`src/rtl/cacheline_serializer.sv`:
```
`default_nettype none
// ============================================================================
// Module   : cacheline_serializer
// Function : splits a 256-bit cache line write into four 64-bit bmem beats and
//            issues single-cycle line read requests toward bmem.
// Options  : CACHELINE_SERIALIZER_PERF_EN adds saturating performance counters.
// Revision : 1.0 - initial release
// ============================================================================
module cacheline_serializer #(
  parameter int LINE_W = 256,
  parameter int BEAT_W = 64,
  parameter int ADDR_W = 32
) (
  input  logic              clk,
  input  logic              rst,
  input  logic [ADDR_W-1:0] dfp_addr,
  input  logic              dfp_read,
  input  logic              dfp_write,
  input  logic [LINE_W-1:0] dfp_wdata,
  input  logic              rd_done,
  output logic              dfp_wresp,
  output logic              busy,
  output logic [ADDR_W-1:0] bmem_addr,
  output logic              bmem_read,
  output logic              bmem_write,
  output logic [BEAT_W-1:0] bmem_wdata,
`ifdef CACHELINE_SERIALIZER_PERF_EN
  output logic [31:0]       perf_rd_lines,
  output logic [31:0]       perf_wr_lines,
  output logic [31:0]       perf_stall_cycles,
`endif
  input  logic              bmem_ready
);

  localparam int NBEAT = LINE_W / BEAT_W;
  localparam int CNT_W = (NBEAT > 1) ? $clog2(NBEAT) : 1;
  localparam int OFFS  = $clog2(LINE_W / 8);
  localparam logic [CNT_W-1:0] LAST_BEAT = CNT_W'(NBEAT - 1);

  typedef enum logic [2:0] {
    IDLE    = 3'd0,
    RD_REQ  = 3'd1,
    RD_WAIT = 3'd2,
    WR_BEAT = 3'd3,
    DONE    = 3'd4
  } state_t;

  state_t                         state;
  state_t                         next_state;
  logic [CNT_W-1:0]               cnt;
  logic [ADDR_W-1:0]              line_addr;
  logic [NBEAT-1:0][BEAT_W-1:0]   line_data;
  logic [ADDR_W-1:0]              aligned_addr;
  logic                           unused_addr_bits;

  // The byte offset within a line never reaches bmem.
  assign aligned_addr     = {dfp_addr[ADDR_W-1:OFFS], {OFFS{1'b0}}};
  assign unused_addr_bits = ^dfp_addr[OFFS-1:0];

  always_ff @(posedge clk) begin
    if (rst) begin
      state     <= IDLE;
      cnt       <= '0;
      line_addr <= '0;
      line_data <= '0;
    end else begin
      state <= next_state;
      if (state == IDLE) begin
        if (dfp_write) begin
          line_addr <= aligned_addr;
          line_data <= dfp_wdata;
          cnt       <= '0;
        end else if (dfp_read) begin
          line_addr <= aligned_addr;
        end
      end
      if (state == WR_BEAT && bmem_ready && cnt != LAST_BEAT) begin
        cnt <= cnt + CNT_W'(1);
      end
    end
  end

  always_comb begin
    next_state = state;
    dfp_wresp  = 1'b0;
    bmem_addr  = '0;
    bmem_read  = 1'b0;
    bmem_write = 1'b0;
    bmem_wdata = '0;
    case (state)
      IDLE: begin
        // Writes win; a pending read is level-held and is picked up later.
        if (dfp_write) begin
          next_state = WR_BEAT;
        end else if (dfp_read) begin
          next_state = RD_REQ;
        end
      end
      RD_REQ: begin
        bmem_read = 1'b1;
        bmem_addr = line_addr;
        if (bmem_ready) begin
          next_state = RD_WAIT;
        end
      end
      RD_WAIT: begin
        if (rd_done) begin
          next_state = DONE;
        end
      end
      WR_BEAT: begin
        bmem_write = 1'b1;
        bmem_addr  = line_addr;
        bmem_wdata = line_data[cnt];
        if (bmem_ready && cnt == LAST_BEAT) begin
          dfp_wresp  = 1'b1;
          next_state = DONE;
        end
      end
      // One dead cycle so a request the cache has not yet dropped is not re-issued.
      DONE:    next_state = IDLE;
      default: next_state = IDLE;
    endcase
  end

  assign busy = (state != IDLE);

`ifdef CACHELINE_SERIALIZER_PERF_EN
  always_ff @(posedge clk) begin
    if (rst) begin
      perf_rd_lines     <= '0;
      perf_wr_lines     <= '0;
      perf_stall_cycles <= '0;
    end else begin
      if (state == RD_REQ && bmem_ready && perf_rd_lines != 32'hFFFF_FFFF) begin
        perf_rd_lines <= perf_rd_lines + 32'd1;
      end
      if (dfp_wresp && perf_wr_lines != 32'hFFFF_FFFF) begin
        perf_wr_lines <= perf_wr_lines + 32'd1;
      end
      if ((bmem_read || bmem_write) && !bmem_ready && perf_stall_cycles != 32'hFFFF_FFFF) begin
        perf_stall_cycles <= perf_stall_cycles + 32'd1;
      end
    end
  end
`endif

endmodule
`default_nettype wire

```
`config.mk`:
```
export PLATFORM = sky130hd
export DESIGN_NAME = cacheline_serializer
export DESIGN_NICKNAME = d
export VERILOG_FILES = /design/src/rtl/cacheline_serializer.sv
export SDC_FILE = /design/constraint.sdc
export NUM_CORES = 1
export LEC_CHECK = 0
export CAP_MARGIN = 10
export CORE_MARGIN = 5
export CORE_UTILIZATION = 42
export DETAILED_ROUTE_END_ITERATION = 7
export PLACE_DENSITY_LB_ADDON = 0.2
export SLEW_MARGIN = 10
export SYNTH_ARGS = -nofsm -noshare
export SYNTH_HDL_FRONTEND = slang
export SYNTH_SLANG_ARGS = --single-unit
```
`constraint.sdc`:
```
create_clock -name clk -period 1.7 [get_ports clk]
set_input_delay 0.255 -clock clk [delete_from_list [all_inputs] [get_ports clk]]
set_output_delay 0.255 -clock clk [all_outputs]
set_load 0.01 [all_outputs]
```
==> impl_metrics.toml, run 1 <==
[floorplan]
core_um2 = 28860
fp-row-count = 62
die_h_um = 181.6
io_pins = 394
die_w_um = 181.6
start_util_pct = 42.84
die_area_um2 = 32960

[synth]
ys.flop_type = "dfxtp_1"
yosysTopAreaCell = "dfxtp_1"
yosys-top-cells-area = "dfxtp_1 (47%), nand2_1 (16%), mux4_2 (12%)"
synth_top_area_share_pct = 46.64
ys_ff_latch = 288
synth_area_um2 = 12360
yosysWarningCount = 0
synthArstFlopShare_pct = 0
synth_edf_count = 0
ys_types = 32
yosysSeqAreaShare_pct = 46.64
syn-instance-count = 1457
syn_area_per_cell_um2 = 8.484

[clock_tree]
htree_levels = 1
clock_latency_ns = 0.55
numClockSinks = 288
clockBufferDepth = 3
clockRootBuffer = "clkbuf_16"
cts_hold_buf = 0
clkTransAtPathRegs_ns = 0.06
cts_made_buffers = 31
cts_tree = "yes"

[pwr]
power.share.clock_pct = 23.5
p_sw_mw = 9.779
swShare_pct = 34.35
vdd_ir_drop_max_mv = 0.7914
p_int_mw = 18.69
powerDensity_nw_per_um2 = 1289
sequentialPowerShare_pct = 31.5
combPwrFrac_pct = 45.0
power.leakage_nw = 8.689

[drt]
num_vias = 12750
wl_per_cell_um = 21.75
firstDrtPassIters = 5
drc_errors = 0
drt_iter0_drc = 809
wirelength_mm = 51.39
vias_per_cell = 5.394
ant_nets = 0

[setup_path]
end_kind = "output port"
crit_required_ns = 1.44
slowest_delay_ns = 0.36
critical_path.max_fanout = 8
timing.rr.end = "line_data[20]$_SDFFE_PP0P_"
crit_path_cell_trace = "buf_12, buf_12, buf_12, buf_4, mux4_2, and2_4, buf_2"
crit_end = "bmem_wdata[9]"
r2r_slack_ns = -0.23
critPathLaunchType = "register"
timing.rr.start = "state[0]$_SDFFE_PP0P_"
cp_common_cell = "buf_12"
arrival_ns = 2.06
crit_start = "cnt[1]$_SDFFE_PP0P_"
cpMaxStageDelayCell = "dfxtp_4"
path_class = "reg -> out"
ff2ff_path_depth = 9

[min_path]
worst_hold_path_type = "in -> reg"

[grt]
grt_max_degree = 69
antenna_found_initial = 10
grt_pass1_wl_mm = 62.26
grt_pass1_vias = 11720
grt_overflow_total = 0
grtUsageTotal_pct = 22.87

[timing]
fin_skew_ns = 0.01386
hold_viol = 0
fin_ws_ns = -0.6105
setup_violations = 356
period_minus_slack_ns = 2.311
fmax_ghz = 0.4328
rsz0062_at_grt = "true"
min_period_over_period_pct = 135.9
slew_violations = 0

[final_layout]
stdcell_count = 2363
final_common_cell = "nand2_1"
finish.net_count = 2239
final_util_pct = 76.52
syn2layout_area_growth_pct = 78.62
final_cell_mix = "nand2_1 (356), clkdlybuf4s50_1 (287), dfxtp_1 (284)"
drive_above_1_share_pct = 39.97
fillers = 1865

[status]
violations = "negative setup slack"
outcome = "finished, violations left"

[placed_design]
dpl.cell_count = 2149
gp_congestion = 0.8344
place_ws_ns = -0.3321
dp_hpwl_mm = 26.72
port_buffers = 383

[flow_run]
maxCapViolations = 0
worst max-delay path, delay by kind of cell, from the launching register on:
kind / cells / cell delay [ns]
multiplexers: 1 / 0.29
buffers and inverters: 5 / 0.70
flip-flops: 1 / 0.36
AND/OR/NAND/NOR: 1 / 0.16
metrics by stage:
| stage | power [mW] | cell area, um2 | TNS (ns) | hold WS, ns |
|---|---|---|---|---|
| 3_3_place_gp | 15.02 | 16690 | -67.21 | 0.4386 |
| 6_report | 28.47 | 22080 | -70.92 | 0.1365 |
| 2_1_floorplan | 12.86 | 12390 | 0 | 0.3910 |
| 4_1_cts | 22.94 | 18710 | -46.27 | 0.09961 |
| 3_5_place_dp | 15.17 | 16690 | -67.36 | 0.4437 |
| 5_1_grt | 29.58 | 22080 | -81.87 | 0.1316 |
registers in the layout (all words and copies together), names as in the netlist:
name       flops
line_data    256
line_addr     27
cnt            2
state          3
what timing repair did:
| action | CTS | global route |
|---|---|---|
| endpoints found under the setup margin | 108 | 331 |
| cloned | 8 | 60 |
| resized for setup | 584 | 501 |
| pin swaps | 69 | 248 |
| setup buffers | 56 | 27 |
cell type report:
type	instances	area [um2]	area share (%)
multi-input combinational	1039	7609	34.46
timing repair buffer	580	7164	32.45
sequential	288	5776	26.16
clock buffer	46	893.4	4.046
tap	384	480.5	2.176
clock inverter	12	117.6	0.5326
antenna	10	25.02	0.1133
inverter	4	16.27	0.07366
worst min-delay path by stage:
stage                                   to  slack [ns]                        start  cells after the start
6_report       line_data[124]$_SDFFE_PP0P_        0.14                          rst                      2
5_1_grt        line_data[125]$_SDFFE_PP0P_        0.13                          rst                      2
4_1_cts        line_data[124]$_SDFFE_PP0P_         0.1                          rst                      2
3_5_place_dp   line_data[135]$_SDFFE_PP0P_        0.44  line_data[135]$_SDFFE_PP0P_                      2
3_3_place_gp    line_data[13]$_SDFFE_PP0P_        0.44   line_data[13]$_SDFFE_PP0P_                      2
2_1_floorplan    line_data[0]$_SDFFE_PP0P_        0.39                 dfp_wdata[0]                      2
kinds of logic (layout without fill, tap and decap cells):
| logic type | count (synthesis) | in the layout | synth area share [%] |
|---|---|---|---|
| AO/OA/AOI/OAI | 319 | 319 | 13.10 |
| flip-flops | 288 | 288 | 46.64 |
| multiplexers | 64 | 64 | 11.66 |
| other | 1 | 15 | 0.03034 |
| AND/OR/NAND/NOR | 650 | 650 | 22.26 |
| buffers and inverters | 134 | 642 | 6.215 |
| adder cells (fa/ha/maj) | 1 | 1 | 0.1012 |
synthesized netlist by cell type, types with 2 or more instances:
| library cell | count |
|---|---|
| buf_2 | 41 |
| a221oi_1 | 2 |
| mux4_2 | 64 |
| buf_4 | 7 |
| clkbuf_1 | 56 |
| and2_1 | 91 |
| buf_6 | 25 |
| a21oi_1 | 285 |
| nor2b_1 | 4 |
| o211ai_1 | 2 |
| dfxtp_1 | 288 |
| nand3_1 | 27 |
| inv_1 | 3 |
| o21ai_0 | 27 |
| and3_1 | 2 |
| nor2_1 | 4 |
| nand2_1 | 514 |
per-layer routing:
metal	GRT usage, %	vias up	part of all wire [%]
met3	6.403	127	7.9
li1	-	5861	-
met4	6.995	2	4.2
met2	39.19	549	50
met1	28.04	6206	38
met5	0	-	0.025
power by group through the flow:
| stage | combinational (mW) | clock, mW | sequential (mW) |
|---|---|---|---|
| after floorplan | 4.30 | 0 | 8.55 |
| after global placement | 6.28 | 0 | 8.73 |
| after detailed placement | 6.39 | 0 | 8.78 |
| after CTS | 7.47 | 6.79 | 8.67 |
| after global routing | 13.4 | 7.06 | 9.08 |
| final | 12.8 | 6.70 | 8.96 |
No activity file was read; power rests on OpenSTA's default activity.
==> inputs of run 2 (changes only) <==
Settings changed: PLACE_DENSITY set to 0.8, PLACE_DENSITY_LB_ADDON 0.2 to not set, SKIP_LAST_GASP set to 1, TNS_END_PERCENT set to 30.
==> impl_metrics.toml, run 2 (synthesized netlist as in run 1, its figures left out) <==
[grt]
use_met2_pct = 43.26
grt_overflow_total = 0
grtUsageTotal_pct = 25.81
grt_pass1_vias = 12630
grt_use_met3_pct = 5.222
top_usage_layer = "met2"
grtUsageMet1_pct = 31.99
grt_pass1_wl_mm = 69.32
grt_max_degree = 71
antenna_found_initial = 4

[pwr]
power.leakage_nw = 7.638
vdd_ir_drop_max_mv = 0.7241
powerDensity_nw_per_um2 = 1265
p_total_mw = 25.06

[drt]
drc_errors = 0
wl_per_cell_um = 20.20
vias_per_cell = 5.411
num_vias = 12470
wirelength_mm = 46.53
drt_iter0_drc = 1007
ant_nets = 0
firstDrtPassIters = 5

[timing]
worst_hold_slack_ns = 0.2505
setup_violations = 355
rsz0062_at_grt = "true"
hold_viol = 0
slew_violations = 0
fin_skew_ns = 0.01453
fin_ws_ns = -0.5892
fmax_ghz = 0.4368
period_minus_slack_ns = 2.289
maxSlewHeadroom_pct = 61.95
worstMarginPinSlew_ns = 0.5707
min_period_over_period_pct = 134.7

[setup_path]
cpMaxStageDelayCell = "mux4_2"
arrival_ns = 2.03
path_buf_inv = 4
crit_family = "buffers and inverters"
slowest_delay_ns = 0.47
crit_required_ns = 1.44
crit_path_cell_trace = "buf_12, buf_12, buf_6, mux4_2, and2_4, buf_6"
end_kind = "output port"
critical_path.max_fanout = 6
critPathLaunchType = "register"
path_class = "reg -> out"

[clock_tree]
cts_hold_buf = 0
clkTransAtPathRegs_ns = 0.06
htree_levels = 1
clock_latency_ns = 0.55
clockRootBuffer = "clkbuf_16"
clockBufferDepth = 3
cts_tree = "yes"
cts_made_buffers = 31
numClockSinks = 288

[final_layout]
regMostFlops = "line_data"
final_common_cell = "nand2_1"
largest_reg_flops = 256
final_cell_area_um2 = 19800
final_cell_mix = "nand2_1 (501), clkdlybuf4s50_1 (287), dfxtp_1 (284)"
finish.net_count = 2192
drive_above_1_share_pct = 25.08
reg.largest.list = "line_data (256), line_addr (27), state (3)"
syn2layout_area_growth_pct = 60.16

[placed_design]
port_buffers = 383
gp_congestion = 0.8750
dp_hpwl_mm = 28.54
dpl-instance-area_um2 = 16850

[status]
outcome = "finished, violations left"
violations = "negative setup slack"

[min_path]
worst_hold_path_type = "in -> reg"

[floorplan]
core_um2 = 28860
start_util_pct = 42.84
io_pins = 394
die_h_um = 181.6
fp-row-count = 62
die_w_um = 181.6
die_area_um2 = 32960

[flow_run]
maxCapViolations = 0
[run 2: changes by cell type in the layout (fill, tap and decap cells not counted), sizes merged, moves of 2 or more]
cell / before / now
buf: 251 / 233
bufbuf: 1 / 6
bufinv: 2 / 4
clkbuf: 87 / 49
clkinv: 8 / 6
diode: 10 / 2
or4b: 1 / 3
[run 2: cell type report]
cell class                 instances  area [um2]
inverter                           4       18.77
fill                            2100        9059
sequential                       288        5778
multi-input combinational       1041        6276
tap                              384       480.5
timing repair buffer             531        6188
antenna                            2       5.005
clock inverter                    10       157.7
clock buffer                      44       894.6
[run 2: repair_timing]
item,4_1_cts,5_1_grt
endpoints found under the setup margin,352,356
pin swaps,59,63
cloned,26,4
setup buffers,52,20
gates resized for setup,586,127
[run 2: tightest hold or removal path, cell delays in order]
cell and delay [ns]:
clkdlybuf4s50_1 0.40, nand2_1 0.06, a21oi_1 0.05
[run 2: metrics by stage]
step	utilization, %	TNS [ns]	worst slack (ns)	cells
after floorplan	-	0	0.0005730	1461
after global placement	58.41	-71.00	-0.4563	2168
after detailed placement	58.41	-76.34	-0.4634	2168
after CTS	67.34	-64.67	-0.6701	2298
after global routing	68.61	-118.69	-0.6526	2304
final	68.61	-93.30	-0.5892	2304
[run 2: worst paths after layout]
| check | from | endpoint | slack (ns) | cells after the start |
|---|---|---|---|---|
| worst max-delay path | cnt[0]$_SDFFE_PP0P_ | bmem_wdata[23] | -0.59 | 6 |
| worst min-delay path | dfp_wdata[160] | line_data[160]$_SDFFE_PP0P_ | 0.25 | 3 |
| worst max register to register | state[2]$_SDFFE_PP0P_ | line_data[87]$_SDFFE_PP0P_ | -0.28 | 11 |
| worst min register to register | line_data[235]$_SDFFE_PP0P_ | line_data[235]$_SDFFE_PP0P_ | 0.45 | 2 |
[run 2: power by group]
part           total (mW)  internal [mW]  switching (mW)
combinational        9.34           4.85            4.49
sequential           8.75           8.03           0.721
clock                6.97           4.24            2.73
total                25.1           17.1            7.94
[run 2: routing by layer]
layer	part of all wire, %	vias to the layer above
met5	0.028	-
met4	5.3	2
met3	7.0	160
met2	49	610
met1	38	5933
li1	-	5761
